### config.mk
export PLATFORM = sky130hd
export DESIGN_NAME = riscv_v_elastic_stage
export DESIGN_NICKNAME = d
export VERILOG_FILES = /design/src/rtl/riscv_v_elastic_stage.sv
export SDC_FILE = /design/constraint.sdc
export NUM_CORES = 1
export LEC_CHECK = 0
export CAP_MARGIN = 20
export CELL_PAD_IN_SITES_DETAIL_PLACEMENT = 0
export CELL_PAD_IN_SITES_GLOBAL_PLACEMENT = 2
export CORE_MARGIN = 3
export CORE_UTILIZATION = 33
export DETAILED_ROUTE_END_ITERATION = 8
export PLACE_DENSITY_LB_ADDON = 0.1
export RECOVER_POWER = 100
export SLEW_MARGIN = 20
export SYNTH_ARGS = -nofsm -noshare
export SYNTH_HDL_FRONTEND = slang
export SYNTH_SLANG_ARGS = --single-unit
### constraint.sdc
create_clock -name clk -period 2.9 [get_ports clk]
set_clock_uncertainty 0.15 [all_clocks]
set_input_delay 0.29 -clock clk [delete_from_list [all_inputs] [get_ports clk]]
set_output_delay 0.29 -clock clk [all_outputs]
set_load 0.03 [all_outputs]
### src/rtl/riscv_v_elastic_stage.sv
// riscv_v_elastic_stage
// Depth-configurable elastic pipeline with one valid bit per slot. It sits
// between vector decode, issue and execute, where downstream lanes can stall.
// An empty slot always accepts from its predecessor, so bubbles collapse even
// while the output is stalled.
//
// Ports:
//   clk, rst            rising-edge clock; asynchronous active-high reset
//   en                  global enable; 0 freezes every slot
//   flush               synchronous kill of all in-flight entries
//   in_valid/in_ready   upstream handshake; in_data is the upstream payload
//   out_valid/out_ready downstream handshake; out_data is the last slot
//                       register and is driven even when invalid
//   stage_valid         per-slot valid bits, bit 0 = input slot
//   occupancy           number of occupied slots
module riscv_v_elastic_stage #(
  parameter int unsigned        DATA_W     = 32,
  parameter int unsigned        NUM_STAGES = 2,
  parameter logic [DATA_W-1:0]  RST_VAL    = '0,
  parameter logic [DATA_W-1:0]  FLUSH_VAL  = '0,
  localparam int unsigned       OCC_W      = $clog2(NUM_STAGES + 1)
) (
  input  logic                  clk,
  input  logic                  rst,
  input  logic                  en,
  input  logic                  flush,
  input  logic                  in_valid,
  output logic                  in_ready,
  input  logic [DATA_W-1:0]     in_data,
  output logic                  out_valid,
  input  logic                  out_ready,
  output logic [DATA_W-1:0]     out_data,
  output logic [NUM_STAGES-1:0] stage_valid,
  output logic [OCC_W-1:0]      occupancy
);

  logic [NUM_STAGES-1:0] v;
  logic [DATA_W-1:0]     d [NUM_STAGES];

  logic [NUM_STAGES-1:0] acc;
  logic [NUM_STAGES-1:0] src_v;
  logic [DATA_W-1:0]     src_d [NUM_STAGES];
  logic [OCC_W-1:0]      occ_c;

  // Slot i can accept when any slot from i to the output is empty, or the
  // output is draining. Written as a reduction rather than a ripple chain so
  // the accept terms do not feed back on one another.
  for (genvar g = 0; g < NUM_STAGES; g++) begin : g_acc
    assign acc[g] = out_ready | ~(&v[NUM_STAGES-1:g]);
  end

  // Each slot's source is its predecessor; slot 0 is fed from upstream.
  always_comb begin
    src_v[0] = in_valid;
    src_d[0] = in_data;
    for (int i = 1; i < NUM_STAGES; i++) begin
      src_v[i] = v[i-1];
      src_d[i] = d[i-1];
    end
  end

  always_ff @(posedge clk or posedge rst) begin
    if (rst) begin
      v <= '0;
      for (int i = 0; i < NUM_STAGES; i++) d[i] <= RST_VAL;
    end else if (flush) begin
      v <= '0;
      for (int i = 0; i < NUM_STAGES; i++) d[i] <= FLUSH_VAL;
    end else if (en) begin
      for (int i = 0; i < NUM_STAGES; i++) begin
        if (acc[i]) begin
          v[i] <= src_v[i];
          // Data only moves with a valid entry; a bubble leaves it untouched.
          if (src_v[i]) d[i] <= src_d[i];
        end
      end
    end
  end

  always_comb begin
    occ_c = '0;
    for (int i = 0; i < NUM_STAGES; i++) occ_c = occ_c + OCC_W'(v[i]);
  end

  assign in_ready    = en & ~flush & acc[0];
  // Not gated by flush: a consumer must ignore out_valid in a flush cycle.
  assign out_valid   = en & v[NUM_STAGES-1];
  assign out_data    = d[NUM_STAGES-1];
  assign stage_valid = v;
  assign occupancy   = occ_c;

endmodule

# Yosys cells after proc, flatten, opt, wreduce, memory -nomap -nowiden
# Index checks and enable logic that the tools add are counted.
# Widths: inputs -> output; s select.
# classes
addsub	1
multipliers	0
div_mod_pow	0
magnitude_cmp	0
eq_ne	0
shift	0
n_mux	10
bitwise_logic	8
n_reduce_logical	10
# op_table
op	count
$mux 32	4
$mux 64	2
$reduce_bool 2->1	5
$reduce_and 2->1	3
$reduce_and 3->1	2
$mux 2	2
$and 1x1->1	3
$not 1->1	3
$add 1x1->2	1
$mux 1	2
$or 1x1->1	2
# word_totals
reg_bits	66
latchBits	0
ram_bits	0
romBits	0
word_cells	33
memories	0

# Longest topological paths before layout
# Gate-level depths: netlist of run 1.
# logic_depth
word_depth	6
ltp_mapped	6
ltp_nobuf	4

# Worst setup path before layout of run 1
# No wires, ideal clock.
# synth_timing
path_type	register to register
from	register v[1], in the netlist stage_valid[1]
to	register d[32] (netlist bit)
setup_ps	123
arrival_time_ps	1678
required_ps	2627
path_slack_ps	949
stages_incl_launch_ff	7
period_less_slack_ps	1951
cell_sequence	dfrtp_1 > ha_1 > nand2b_4 > and3_4 > buf_6 > buf_12 > mux2i_1
# synth_via
elab_chain_cells	5
# synth_lines
item	line_no	source
from (decl)	37	logic [NUM_STAGES-1:0] v;
from (signal, indexed assignment)	72	v[i] <= src_v[i];
$reduce_and 2->1	49	assign acc[g] = out_ready | ~(&v[NUM_STAGES-1:g]);
$not 1->1	49	
$or 1x1->1	49	
$reduce_bool 2->1 (no line)	n/a	
$reduce_and 3->1 (no line)	n/a	
to (signal, indexed assignment)	74	if (src_v[i]) d[i] <= src_d[i];
to (decl)	38	logic [DATA_W-1:0] d [NUM_STAGES];
# No other way between the ends.
# A chain may end at the register's enable or synchronous reset.

# Final worst setup path of run 1
# layout_timing
from	register v[1], in the netlist stage_valid[1]
to	output in_ready
# layout_via
elab_chain_cells	4
# layout_lines
item	line_no	source
$reduce_and 2->1	49	
$not 1->1	49	
$or 1x1->1	49	
$and 1x1->1	85	assign in_ready = en & ~flush & acc[0];
to (decl)	28	output logic in_ready,
# No other way between the ends.

==> results of run 1 <==
-- layout make-up --
class / count / area [µm²]
clock buffers: 12 / 145
multi-input cells: 173 / 1350
well taps: 133 / 166
inverters: 2 / 7.51
fillers: 977 / 5760
clock inverters: 4 / 51.3
repair buffers: 79 / 778
flip-flops and latches: 66 / 1650
-- sequential cells by signal, summed over array words and instances (netlist names) --
| signal | count |
|---|---|
| stage_valid | 2 |
| d | 32 |
| out_data | 32 |
-- per-stage QoR --
stage	hold WS, ps	util (%)
after floorplan	291	-
after global placement	377	40.1
after detailed placement	379	40.1
after CTS	244	42.1
after global routing	369	41.8
final	365	41.8
-- worst max-delay path, cell delays in order, from the launching register on --
cell and delay (ps):
dfrtp_1 450, ha_1 250, nand2b_4 80, nand2_1 50
nor2_1 80, dlygate4sd3_1 740
-- worst max path at each step --
stage,start,end,slack (ps),cells past startpoint
CTS,stage_valid[1],in_ready,480,5
global route,rst,out_data[13],340,3
finish,stage_valid[1],in_ready,470,5
detailed placement,out_ready,in_ready,720,5
floorplan,rst,d[32],810,1
global placement,out_ready,in_ready,720,5
-- power by group --
group          total (W)  internal [W]  switching (W)
Clock           0.000772      0.000422       0.000350
Sequential      0.000955      0.000946     0.00000887
Combinational   0.000215      0.000111       0.000104
-- metal layers --
| metal | vias to the layer above | GRT usage, % |
|---|---|---|
| met5 | - | 0 |
| met4 | 0 | 5.41 |
| met3 | 10 | 2.88 |
| met2 | 52 | 17.3 |
| met1 | 952 | 16.9 |
| li1 | 985 | - |
-- cell usage in the layout, fill, tap and decap left out, types with 2 or more instances in the layout --
cell | netlist | layout
clkbuf_8 | 0 | 10
inv_1 | 2 | 2
nand2_1 | 3 | 3
clkbuf_1 | 9 | 4
dlygate4sd3_1 | 0 | 39
dfrtp_1 | 66 | 66
clkdlybuf4s50_1 | 0 | 35
nand2b_1 | 96 | 96
mux2i_1 | 64 | 64
clkbuf_2 | 0 | 2
-- logic make-up after synthesis --
logic type	share of synthesized area (%)
AO/OA/AOI/OAI	1.13
flip-flops	48.3
buffers and inverters	12.4
AND/OR/NAND/NOR	19.1
multiplexers	18.7
adder cells (fa/ha/maj)	0.366
==> summary.md, run 1 <==
| Metric | Value |
|---|---|
| Outcome | `finished clean` |
| Die height | `~110 µm` |
| Vias in the first global route | `roughly 2.1k` |
| Met2 WL post-DR | `roughly 2800 µm` |
| Syn Area/Cell | `approximately 12 µm²` |
| Yosys reg bits | `between 60 and 70` |
| Max Root-Sink Buffers | `2` |
| Top-count cell post-synth | `nand2b_1` |
| Final Max Slew Viols | `0` |
| Avg WL per Cell | `13.8 µm` |
| Clock tree sinks | `66` |
| Die area | `~12000 µm²` |
| Commonest cells in the netlist | `nand2b_1 (96), dfrtp_1 (66), mux2i_1 (64)` |
| Total congestion overflow | `0` |
| Syn Inst Count | `roughly 290` |
| Die Wd | `108 µm` |
| Post-CTS Hold Fix Bufs | `0` |
| HP Class | `input port to register` |
| Clk_lat worst skew | `330 ps` |
| Pleak | `1.85 nW` |
| FF-to-FF Start | `stage_valid[1]` |
| Synthesized cell area | `3420 µm²` |
| Area leader, netlist | `dfrtp_1` |
| Hpwl dp | `between 4000 and 5000 µm` |
| F_max | `a little over 400 MHz` |
| RR Endpoint | `d[51]` |
| Crit. End Element | `primary output` |
| Final WL | `between 6000 and 7000 µm` |
| Final setup margin | `around 470 ps` |
| Min-Delay Endpoint | `d[54]` |
| Data required, critical path | `roughly 2500 ps` |
| Initial antenna violation count | `0` |
| Largest cells by area after synthesis | `dfrtp_1 (48%), mux2i_1 (19%), nand2b_1 (18%), buf_4 (7.0%), buf_12 (3.5%)` |
| Final hold vios | `0` |
| Ports | `between 70 and 80` |
| Worst-margin pin slew | `~1400 ps` |
| Initial Util | `around a third` |
| Post_cts resized | `0` |
| Placed Cells incl. Taps | `between 400 and 500` |
| Cts bufs inserted | `9` |
| Max Cap Viol | `0` |
| Reg2reg setup slack | `between 900 and 1000 ps` |
| Final net count | `370` |
| Ys Warns | `0` |
| Final Setup Violations | `0` |
| Routed Antenna Nets | `0` |
| Final estimated routing congestion in global placement | `~0.65` |
| Dominant synthesized flop cell | `dfrtp_1` |
| CP arrival | `1990 ps` |
| Global-route wire length before repair | `around 11000 µm` |
| Place WS | `716 ps` |
| Max-slew headroom | `under 10%` |
| Non-filler instance count after layout | `469` |
| FP Rows | `36` |
| Clock slew seen by the registers of the worst setup and hold paths | `around 80 ps` |
| Met3 WL | `between 300 and 400 µm` |
| Fin crit share | `about 84%` |
| Vias | `1999` |
| Sequential area share after synthesis | `between 40% and 50%` |
| Kind of critical path | `register to primary output` |
| DRC Markers | `0` |
| Crit-path max FO | `5` |
| Pwr/cell area | `468 nW/µm²` |
| Asr flop ratio synth | `between 90% and 100%` |
| Fin crit period | `2430 ps` |
| TNS Setup | `0 ps` |
| Core area | `around 9900 µm²` |
| Area grow syn2layout | `21.2%` |
| Hold Startpoint | `in_data[22]` |
| Port buffer count | `75` |
| Vias per cell | `roughly 4.3` |
| First-pass DRT Iterations | `4` |
| Ant diodes | `0` |
| RSZ-0062 raised after global routing | `no` |
| Number of DRC markers in iteration 0 | `36` |
| All-Layer GR Usage | `12.0%` |
| CTS tree | `done` |
| Max VDD drop | `0.181 mV` |
| Post-CTS setup buffers | `0` |
| Top metal layer carrying routed signals | `met4` |
| WL met1 | `3270 µm` |
| Layout cells sized above 1 | `around 6.5%` |
| Dpl cell area | `about 4000 µm²` |
| Total power | `between 0.0015 and 0.002 W` |
| Hold path cells | `3` |
| H-tree Lvls | `3` |
| Largest net degree at the start of global routing | `99` |
| Fin area | `just over 4000 µm²` |
| Post-Syn Nets | `between 300 and 400` |
| Netlist cell types | `20` |
| CTS root buffer | `clkbuf_8` |
| Worst r2r path cells | `4` |
| Startpoint types | `register` |
| Share of the synthesized area in the top cell type | `about half` |
| Post-synth EDFFs | `0` |
Power figures use the tool's default switching activity.
==> inputs of run 2 (changes only) <==
CORE_UTILIZATION = 30   (was 33)
clock period = 2.1 ns   (was 2.9 ns; I/O delays follow)
==> run 2 against run 1 <==
Net effect: utilization shrank 3.1 points; largest cell class unchanged; flip-flop and latch count is the same; cell area grew 2.7%; highest routed layer unchanged; via count grew 1.6%.
==> summary.md, run 2 (synthesis gave the netlist of run 1 again) <==
| Metric | Value |
|---|---|
| DRC Markers | `0` |
| TNS Setup | `0 ps` |
| Worst r2r path cells | `5` |
| Routed Antenna Nets | `0` |
| Clk_lat worst skew | `320 ps` |
| Worst path bufs/invs | `1` |
| Avg WL per Cell | `roughly 14 µm` |
| Fin crit share | `93.0%` |
| Clock slew seen by the registers of the worst setup and hold paths | `about 60 ps` |
| Die height | `roughly 110 µm` |
| Total congestion overflow | `0` |
| Die Wd | `about 110 µm` |
| Kind of critical path | `register to primary output` |
| Crit. End Element | `primary output` |
| FF-to-FF Start | `stage_valid[1]` |
| Area grow syn2layout | `24.4%` |
| Pleak | `about 1.9 nW` |
| Top delay family on crit path | `flip-flops` |
| RSZ-0062 raised after global routing | `no` |
| Number of DRC markers in iteration 0 | `75` |
| HP Class | `input port to register` |
| Port buffer count | `75` |
| Dpl cell area | `roughly 4000 µm²` |
| Fin crit period | `roughly 2000 ps` |
| Commonest non-fill, non-tap cell in the layout | `nand2b_1` |
| Startpoint types | `register` |
| Final WL | `roughly 6700 µm` |
| Vias | `between 2k and 2.5k` |
| Final estimated routing congestion in global placement | `0.633` |
| Crit-path max FO | `5` |
| All-Layer GR Usage | `11.2%` |
| First-pass DRT Iterations | `4` |
| Max VDD drop | `0.275 mV` |
| Core area | `11000 µm²` |
| Final Max Slew Viols | `0` |
| Largest net degree at the start of global routing | `99` |
| Layout cells sized above 1 | `~7.4%` |
| Cts bufs inserted | `9` |
| Fill count | `1093` |
| Pwr/cell area | `between 700 and 800 nW/µm²` |
| F_max | `512 MHz` |
| CP arrival | `about 1600 ps` |
| RR Endpoint | `d[55]` |
| Max Root-Sink Buffers | `2` |
| Data required, critical path | `around 1700 ps` |
| CTS tree | `done` |
| Post-CTS Hold Fix Bufs | `0` |
| Die area | `between 10000 and 15000 µm²` |
| Vias per cell | `roughly 4.3` |
| Hpwl dp | `roughly 4000 µm` |
| Outcome | `finished clean` |
| Hold path cells | `3` |
| Multi-input logic area | `roughly 1300 µm²` |
| Ant diodes | `0` |
| Vias in the first global route | `roughly 2.2k` |
| H-tree Lvls | `3` |
| Ports | `76` |
| Worst-margin pin slew | `1450 ps` |
| Min-Delay Endpoint | `d[54]` |
| Final net count | `about 370` |
| Final Setup Violations | `0` |
| Initial Util | `31.1%` |
| Post-CTS setup buffers | `0` |
| Max Cap Viol | `0` |
| Final hold vios | `0` |
| Clock tree sinks | `66` |
| Most frequent cells in the layout | `nand2b_1 (96), dfrtp_1 (66), mux2i_1 (64), clkdlybuf4s50_1 (36), dlygate4sd3_1 (35)` |
| Max-slew headroom | `3.09%` |
| Hold Startpoint | `in_data[22]` |
| Initial antenna violation count | `0` |
| Fin area | `about 4300 µm²` |
| CP cell instances | `ha_1, nand2b_2, nand2_1, nor2_1, clkdlybuf4s15_1` |
| Reg2reg setup slack | `approximately 420 ps` |
| Global-route wire length before repair | `approximately 11000 µm` |
| FP Rows | `38` |
| Critical Path Max Stage Delay | `about 440 ps` |
| Slowest CP cell | `dfrtp_1` |
| CTS root buffer | `clkbuf_16` |
| Sequential Area | `1650 µm²` |
[run 2: cell type report]
class,instances,share of cell area (%)
Sequential cell,66,38.8
Multi-Input combinational cell,173,31.5
Timing Repair Buffer,81,19.0
Clock buffer,12,6.03
Tap cell,140,4.12
Clock inverter,3,0.353
Inverter,2,0.176
[run 2: per-stage QoR]
stage               setup slack (ps)  power (W)  instances  hold slack (ps)  utilization (%)
finish                           148    0.00300        477              303             38.7
global placement                80.5    0.00166        462              377             36.5
floorplan                       85.2    0.00155        291              211                -
global route                    25.8    0.00314        477              298             38.7
CTS                             77.6    0.00306        477              152             38.9
detailed placement              71.7    0.00166        462              379             36.5
[run 2: worst min-delay path: stages]
cell,delay (ps)
clkdlybuf4s50_1,390
nand2b_1,70
mux2i_1,60
[run 2: what timing repair did]
item,in CTS,in global routing
endpoints found under the setup margin,3,1
resized for setup,3,1
endpoints found under the hold margin,0,0
[run 2: layer usage]
| layer | vias up | track usage, % | share of wire [%] |
|---|---|---|---|
| met5 | - | 0 | 0 |
| met2 | 50 | 15.6 | 44 |
| met3 | 8 | 3.32 | 5.5 |
| li1 | 991 | - | - |
| met1 | 982 | 16.2 | 49 |
| met4 | 0 | 4.57 | 1.6 |
[run 2: how the worst max path moves through the flow]
stage	start	to	cells after the start
after floorplan	rst	d[32]	1
after global placement	out_ready	in_ready	5
after detailed placement	out_ready	in_ready	5
after CTS	stage_valid[1]	in_ready	5
after global routing	stage_valid[1]	in_ready	5
final	stage_valid[1]	in_ready	5
[run 2: report_power, final]
group          internal, W  switching (W)
sequential         0.00131      0.0000121
clock             0.000850       0.000525
combinational     0.000157       0.000144
